<file path="config.mk">
export PLATFORM = sky130hd
export DESIGN_NAME = dispense_controller
export DESIGN_NICKNAME = d
export VERILOG_FILES = /design/src/rtl/vend_pkg.sv /design/src/rtl/inventory_store.sv /design/src/rtl/dispense_controller.sv
export SDC_FILE = /design/constraint.sdc
export NUM_CORES = 1
export LEC_CHECK = 0
export ABC_AREA = 1
export BUFFER_PORTS_ARGS = -buffer_cell sky130_fd_sc_hd__buf_2
export CORE_UTILIZATION = 45
export CTS_CLUSTER_DIAMETER = 200
export DETAILED_ROUTE_END_ITERATION = 10
export PLACE_DENSITY = 0.7
export SLEW_MARGIN = 25
export SYNTH_ARGS = -nofsm -noshare
export SYNTH_HDL_FRONTEND = slang
export SYNTH_HIERARCHICAL = 1
export SYNTH_SLANG_ARGS = --single-unit
</file>
<file path="constraint.sdc">
create_clock -name clk -period 7.4 [get_ports clk]
set_input_delay 0.74 -clock clk [delete_from_list [all_inputs] [get_ports clk]]
set_output_delay 0.74 -clock clk [all_outputs]
set_load 0.05 [all_outputs]
</file>
<file path="src/rtl/vend_pkg.sv">
// Shared types and default sizing for the vending dispense path.
package vend_pkg;

    localparam int unsigned NUM_SLOTS_DEF    = 16;
    localparam int unsigned IDX_W_DEF        = 4;
    localparam int unsigned CNT_W_DEF        = 4;
    localparam int unsigned INIT_COUNT_DEF   = 5;
    localparam int unsigned MOTOR_CYCLES_DEF = 8;
    localparam int unsigned DROP_TIMEOUT_DEF = 40;

    typedef enum logic [2:0] {
        IDLE,
        CHECK,
        MOTOR,
        WAIT_DROP,
        DONE
    } disp_state_e;

    // Front-end selection FSM codes, shared so both sides agree on encoding.
    typedef enum logic [1:0] {
        SELECT   = 2'b00,
        DISPENSE = 2'b01,
        CANCEL   = 2'b11
    } fe_state_e;

endpackage

</file>
<file path="src/rtl/inventory_store.sv">
// Per-slot inventory counts: reset load, saturating restock, guarded decrement.
module inventory_store
    import vend_pkg::*;
#(
    parameter int unsigned NUM_SLOTS  = NUM_SLOTS_DEF,
    parameter int unsigned IDX_W      = IDX_W_DEF,
    parameter int unsigned CNT_W      = CNT_W_DEF,
    parameter int unsigned INIT_COUNT = INIT_COUNT_DEF
) (
    input  logic             clk,
    input  logic             rst,
    input  logic             restock_en,
    input  logic [IDX_W-1:0] restock_idx,
    input  logic [CNT_W-1:0] restock_cnt,
    input  logic             dec_en,
    input  logic [IDX_W-1:0] dec_idx,
    input  logic [IDX_W-1:0] query_idx,
    output logic [CNT_W-1:0] query_cnt,
    input  logic [IDX_W-1:0] check_idx,
    output logic [CNT_W-1:0] check_cnt
);

    localparam logic [CNT_W-1:0] CNT_MAX = '1;

    logic [CNT_W-1:0] count_q [NUM_SLOTS];
    logic [CNT_W-1:0] count_d [NUM_SLOTS];
    logic [CNT_W:0]   sum;

    // Indices beyond NUM_SLOTS read as empty and are never written.
    assign query_cnt = (32'(query_idx) < NUM_SLOTS) ? count_q[query_idx] : '0;
    assign check_cnt = (32'(check_idx) < NUM_SLOTS) ? count_q[check_idx] : '0;

    always_comb begin
        count_d = count_q;
        sum     = '0;
        if (restock_en && (32'(restock_idx) < NUM_SLOTS)) begin
            sum = {1'b0, count_q[restock_idx]} + {1'b0, restock_cnt};
            count_d[restock_idx] = sum[CNT_W] ? CNT_MAX : sum[CNT_W-1:0];
        end
        if (dec_en && (32'(dec_idx) < NUM_SLOTS) && (count_q[dec_idx] != '0)) begin
            count_d[dec_idx] = count_q[dec_idx] - CNT_W'(1);
        end
    end

    always_ff @(posedge clk) begin
        if (rst) begin
            for (int i = 0; i < int'(NUM_SLOTS); i++) begin
                count_q[i] <= CNT_W'(INIT_COUNT);
            end
        end else begin
            count_q <= count_d;
        end
    end

endmodule

</file>
<file path="src/rtl/dispense_controller.sv">
// Sequences the shared dispenser motor for one req/done transaction at a time.
module dispense_controller
    import vend_pkg::*;
#(
    parameter int unsigned NUM_SLOTS    = NUM_SLOTS_DEF,
    parameter int unsigned IDX_W        = IDX_W_DEF,
    parameter int unsigned CNT_W        = CNT_W_DEF,
    parameter int unsigned INIT_COUNT   = INIT_COUNT_DEF,
    parameter int unsigned MOTOR_CYCLES = MOTOR_CYCLES_DEF,
    parameter int unsigned DROP_TIMEOUT = DROP_TIMEOUT_DEF
) (
    input  logic             clk,
    input  logic             rst,
    input  logic             dispenseReq,
    input  logic [IDX_W-1:0] dispenseIndex,
    input  logic             dispenseCancel,
    input  logic             dropSensor,
    input  logic             restockEn,
    input  logic [IDX_W-1:0] restockIndex,
    input  logic [CNT_W-1:0] restockCount,
    input  logic             faultClear,
    input  logic [IDX_W-1:0] queryIndex,
    output logic             stockAvail,
    output logic             motorEn,
    output logic [IDX_W-1:0] motorSel,
    output logic             dispenseDone,
    output logic             dispenseOk,
    output logic             jamFault
);

    localparam int unsigned TMR_MAX = (MOTOR_CYCLES > DROP_TIMEOUT) ? MOTOR_CYCLES : DROP_TIMEOUT;
    localparam int unsigned TMR_W   = $clog2(TMR_MAX) + 1;

    disp_state_e      state_q, state_d;
    logic [IDX_W-1:0] idx_q, idx_d;
    logic [TMR_W-1:0] timer_q, timer_d;
    logic             motor_en_q, motor_en_d;
    logic [IDX_W-1:0] motor_sel_q, motor_sel_d;
    logic             done_q, done_d;
    logic             ok_q, ok_d;
    logic             jam_q, jam_d;
    logic             drop_pend_q, drop_pend_d;

    logic [CNT_W-1:0] query_cnt, check_cnt;
    logic             dec_en, restock_apply;
    logic             accept, check_fail, motor_last, drop_seen, drop_expired;

    inventory_store #(
        .NUM_SLOTS  (NUM_SLOTS),
        .IDX_W      (IDX_W),
        .CNT_W      (CNT_W),
        .INIT_COUNT (INIT_COUNT)
    ) u_inventory (
        .clk         (clk),
        .rst         (rst),
        .restock_en  (restock_apply),
        .restock_idx (restockIndex),
        .restock_cnt (restockCount),
        .dec_en      (dec_en),
        .dec_idx     (idx_q),
        .query_idx   (queryIndex),
        .query_cnt   (query_cnt),
        .check_idx   (idx_q),
        .check_cnt   (check_cnt)
    );

    // Restock has priority over a same-cycle request; the held req is taken next cycle.
    assign accept       = dispenseReq && !done_q && !restockEn;
    assign check_fail   = dispenseCancel || (check_cnt == '0) || jam_q;
    assign motor_last   = (timer_q == TMR_W'(MOTOR_CYCLES - 1));
    assign drop_seen    = drop_pend_q || dropSensor;
    assign drop_expired = (timer_q == TMR_W'(DROP_TIMEOUT - 1));

    assign stockAvail   = (query_cnt != '0) && !jam_q;
    assign motorEn      = motor_en_q;
    assign motorSel     = motor_sel_q;
    assign dispenseDone = done_q;
    assign dispenseOk   = ok_q;
    assign jamFault     = jam_q;

    always_ff @(posedge clk) begin
        if (rst) begin
            state_q     <= IDLE;
            idx_q       <= '0;
            timer_q     <= '0;
            motor_en_q  <= 1'b0;
            motor_sel_q <= '0;
            done_q      <= 1'b0;
            ok_q        <= 1'b0;
            jam_q       <= 1'b0;
            drop_pend_q <= 1'b0;
        end else begin
            state_q     <= state_d;
            idx_q       <= idx_d;
            timer_q     <= timer_d;
            motor_en_q  <= motor_en_d;
            motor_sel_q <= motor_sel_d;
            done_q      <= done_d;
            ok_q        <= ok_d;
            jam_q       <= jam_d;
            drop_pend_q <= drop_pend_d;
        end
    end

    always_comb begin
        state_d = state_q;
        case (state_q)
            IDLE:      if (accept) state_d = CHECK;
            CHECK:     state_d = check_fail ? DONE : MOTOR;
            MOTOR:     if (motor_last) state_d = WAIT_DROP;
            WAIT_DROP: if (drop_seen || drop_expired) state_d = DONE;
            DONE:      if (!dispenseReq) state_d = IDLE;
            default:   state_d = IDLE;
        endcase
    end

    always_comb begin
        idx_d         = idx_q;
        timer_d       = timer_q;
        motor_en_d    = motor_en_q;
        motor_sel_d   = motor_sel_q;
        done_d        = done_q;
        ok_d          = ok_q;
        jam_d         = jam_q;
        drop_pend_d   = drop_pend_q;
        dec_en        = 1'b0;
        restock_apply = 1'b0;
        case (state_q)
            IDLE: begin
                restock_apply = restockEn;
                if (faultClear) jam_d = 1'b0;
                if (accept) begin
                    idx_d       = dispenseIndex;
                    drop_pend_d = 1'b0;
                end
            end
            CHECK: begin
                if (check_fail) begin
                    done_d = 1'b1;
                    ok_d   = 1'b0;
                end else begin
                    dec_en      = 1'b1;
                    motor_en_d  = 1'b1;
                    motor_sel_d = idx_q;
                    timer_d     = '0;
                end
            end
            MOTOR: begin
                if (dropSensor) drop_pend_d = 1'b1;
                if (motor_last) begin
                    motor_en_d = 1'b0;
                    timer_d    = '0;
                end else begin
                    timer_d = timer_q + TMR_W'(1);
                end
            end
            WAIT_DROP: begin
                if (drop_seen) begin
                    done_d = 1'b1;
                    ok_d   = 1'b1;
                end else if (drop_expired) begin
                    jam_d  = 1'b1;
                    done_d = 1'b1;
                    ok_d   = 1'b0;
                end else begin
                    timer_d = timer_q + TMR_W'(1);
                end
            end
            DONE: begin
                if (!dispenseReq) begin
                    done_d = 1'b0;
                    ok_d   = 1'b0;
                end
            end
            default: motor_en_d = 1'b0;
        endcase
    end

endmodule

</file>
==> summary.md <==
| Metric | Value |
|---|---|
| CTS tree | built |
| Mapped cell area | 7310 um^2 |
| Share of the synthesized area in the top cell type | 23.8% |
| Post-DRT Antenna Nets | 0 |
| R2R depth | 14 |
| GR Overflow Total | 0 |
| Routed wire length per instance | 18.3 um |
| Max clock buf depth | 2 |
| Minimum clock period after layout | 4.08 ns |
| Worst R2R End | u_inventory/count_q[4]$_SDFF_PP1_ |
| Vias per inst | 5.71 |
| Status | complete, no violations |
| Area Overhead vs Synth | 6.53% |
| Worst Max-Slew Pin Slew | 1.06 ns |
| Layout Utilization | 49.0% |
| Setup TNS | 0 ns |
| Sequential power share | 27.8% |
| R2R Path Start | idx_q[0]$_SDFFE_PP0P_ |
| Synthesized area per cell | 5.61 um^2 |
| Area after DPL | 7500 um^2 |
| Vias | 8635 |
| Synth area leaders | dfxtp_1 (24%), nand2_1 (21%), nor2_1 (10%) |
| Critical Path AT | 4.38 ns |
| First-pass GRT wire length | 42000 um |
| Rel. slew slack | 29.2% |
| Final Hold Viols | 0 |
| Int Pwr | 1.01 mW |
| IO Pins | 32 |
| Die height | 129 um |
| P_leak | 3.79 nW |
| Clock Pin Slew Worst Setup and Hold Paths | 0.07 ns |
| Max-slew violations | 0 |
| Root Driver | clkbuf_16 |
| Max Clock Skew | 0.00859 ns |
| Crit start category | input pin |
| Routed WL | 27700 um |
| Critical path peak fanout | 17 |
| Setup violators final | 0 |
| Max-Cap Viols | 0 |
| WP data required | 7.70 ns |
| # fillers | 1818 |
| Combinational share of power | 50.9% |
| Row count | 46 |
| Crit path from | restockIndex[1] |
| Critical Path End Type | flop |
| CTS Buf Count | 9 |
| Share of layout cells above drive strength 1 | 7.25% |
| Drt pass-1 iters | 6 |
| Largest area contributor in the netlist | dfxtp_1 |
| IO buf count | 31 |
| Power Density | 276 nW/um^2 |
| Mapped Cells | 1302 |
| H-tree depth | 3 |
| Residual DRC | 0 |
| Sequential share of the synthesized area | 23.8% |
| Hold crit path type | reg2reg |
| Total GRT Usage | 33.9% |
| Clk pwr share | 21.3% |
| Sink Count | 87 |
| Core ar. | 15900 um^2 |
| Max Fclk | 0.245 GHz |
| Flop2flop setup slack | 3.54 ns |
| Fin area | 7780 um^2 |
| Initial DRC Count | 1257 |
| # nets final | 1321 |
| Critical Path Sink | u_inventory/count_q[53]$_SDFF_PP0_ |
| Initial antenna violation count | 0 |
| Die width | 129 um |
| Initial Utilization | 46.0% |
| RSZ-0062 raised after global routing | false |
| Largest net degree at the start of global routing | 69 |
| Syn Nets | 1332 |
| Routability cong. | 1.08 |
| Post-synthesis register bit count | 87 |
| N_diodes | 0 |
| YS warnings | 6 |
| Setup Buffers After CTS | 0 |
| Area of the die | 16700 um^2 |
| Worst vdd ir | 0.206 mV |
| Post-CTS Hold Fix Bufs | 0 |
| Fin crit share | 55.1% |
| Class of the most critical setup path | in2reg |
| Cts repair resizes | 0 |
| Worst-Skew Late Latency | 0.37 ns |
| Vias in the first global route | 7455 |
| Sw Share | 53.0% |
| Unique masters post-synth | 37 |
| Sw Pwr | 1.14 mW |
| DPL Wire Length | 19600 um |
-- worst max-delay path: stages --
cell and delay, ns:
buf_2 0.12, nand2_1 0.38, o22ai_1 0.30, o21ai_0 0.15, nand4_1 0.12, ha_1 0.17, inv_1 0.06, fa_1 0.40
nor2_1 0.18, nor2_1 0.06, nor2_1 0.09, nor2_1 0.08, inv_1 0.41, nor2_1 0.22, inv_1 0.50, a21oi_1 0.13
nand2_1 0.09, nand2_1 0.05, nor2_1 0.12
-- cell usage after synthesis --
cell type    n
o221ai_1    16
buf_12       1
nor4_1       1
nor3_1       1
o22ai_1     22
nor2_8       1
xnor2_2      1
buf_1        6
nand2_4      2
o211ai_1     1
nand2_2      6
nand3_1     53
ha_1         6
buf_2        7
nor2_2       6
inv_1      139
a22oi_1      1
inv_4        1
buf_6        5
clkbuf_1    36
nor2_4       4
buf_4        1
a31oi_1      1
o21ai_1      8
nand4_1      8
nor2_1     199
nand2_1    404
mux2i_1      2
o21bai_1     1
a21oi_1    107
inv_2        4
nand3_4     12
nand3_2      2
fa_1         1
dfxtp_1     87
or2_2        2
o21ai_0    147
-- metal layers --
| metal | GRT usage [%] | vias up | routed length [um] |
|---|---|---|---|
| li1 | - | 4176 | - |
| met1 | 45.0 | 3860 | 11500 |
| met2 | 49.9 | 499 | 11700 |
| met3 | 7.72 | 100 | 2960 |
| met4 | 20.3 | 0 | 1520 |
| met5 | 0 | - | 0 |
-- final cells by class --
class                   instances  area (um^2)  area share, %
flip-flops and latches         87         1750           22.4
inverters                     144          546           7.01
well taps                     216          270           3.47
clock buffers                   9          225           2.89
clock inverters                 7         55.1          0.707
repair buffers                 34          180           2.32
multi-input cells            1015         4760           61.2
-- cells by family after synthesis --
kind of cell | Yosys count | share of synthesized area (%)
xor gates and xnor gates | 1 | 0.223
muxes | 2 | 0.274
adders and majority gates | 7 | 1.30
and+or+nand+nor | 701 | 41.0
buffers and inverters | 200 | 11.2
DFF | 87 | 23.8
AOI/OAI and AO/OA | 304 | 22.1
-- sequential cells by signal (all words and copies together) (netlist names) --
signal / cells
dispenseDone: 1
dispenseOk: 1
drop_pend_q: 1
idx_q: 4
jamFault: 1
motorEn: 1
motorSel: 4
state_q: 3
timer_q: 7
u_inventory/count_q: 64
-- through the flow --
stage	power (mW)	hold WS (ns)	worst slack (ns)	std cells
after floorplan	1.34	0.436	4.15	1302
after global routing	2.26	0.476	3.16	1512
final	2.14	0.465	3.32	1512
after global placement	1.64	0.446	3.28	1496
after detailed placement	1.66	0.455	3.13	1496
after CTS	2.11	0.465	3.51	1512
-- worst min path at each step --
stage | from | to | slack (ns) | depth (start not counted)
after floorplan | drop_pend_q$_SDFFE_PP0P_ | drop_pend_q$_SDFFE_PP0P_ | 0.44 | 2
after global placement | drop_pend_q$_SDFFE_PP0P_ | drop_pend_q$_SDFFE_PP0P_ | 0.45 | 2
after detailed placement | drop_pend_q$_SDFFE_PP0P_ | drop_pend_q$_SDFFE_PP0P_ | 0.45 | 2
after CTS | drop_pend_q$_SDFFE_PP0P_ | drop_pend_q$_SDFFE_PP0P_ | 0.47 | 2
after global routing | drop_pend_q$_SDFFE_PP0P_ | drop_pend_q$_SDFFE_PP0P_ | 0.48 | 2
final | motorEn$_SDFFE_PP0P_ | motorEn$_SDFFE_PP0P_ | 0.46 | 2
-- power by group through the flow --
stage	logic (mW)	registers, mW	clock network [mW]
after floorplan	0.744	0.601	0
after global placement	1.03	0.605	0
after detailed placement	1.05	0.605	0
after CTS	1.06	0.595	0.461
after global routing	1.18	0.604	0.477
final	1.09	0.597	0.456
-- placed cells by master, fill, tap and decap left out, types with 6 or more instances in the layout --
| master | count |
|---|---|
| nand4_1 | 8 |
| o22ai_1 | 22 |
| dfxtp_1 | 85 |
| nand2_1 | 404 |
| a21oi_1 | 107 |
| ha_1 | 6 |
| o21ai_1 | 7 |
| buf_2 | 30 |
| nor2_2 | 6 |
| nor2_1 | 199 |
| nand3_4 | 12 |
| o21ai_0 | 147 |
| nand3_1 | 53 |
| inv_1 | 139 |
| nand2_2 | 6 |
| clkbuf_16 | 9 |
| o221ai_1 | 16 |
No activity file was read; power rests on OpenSTA's default activity.
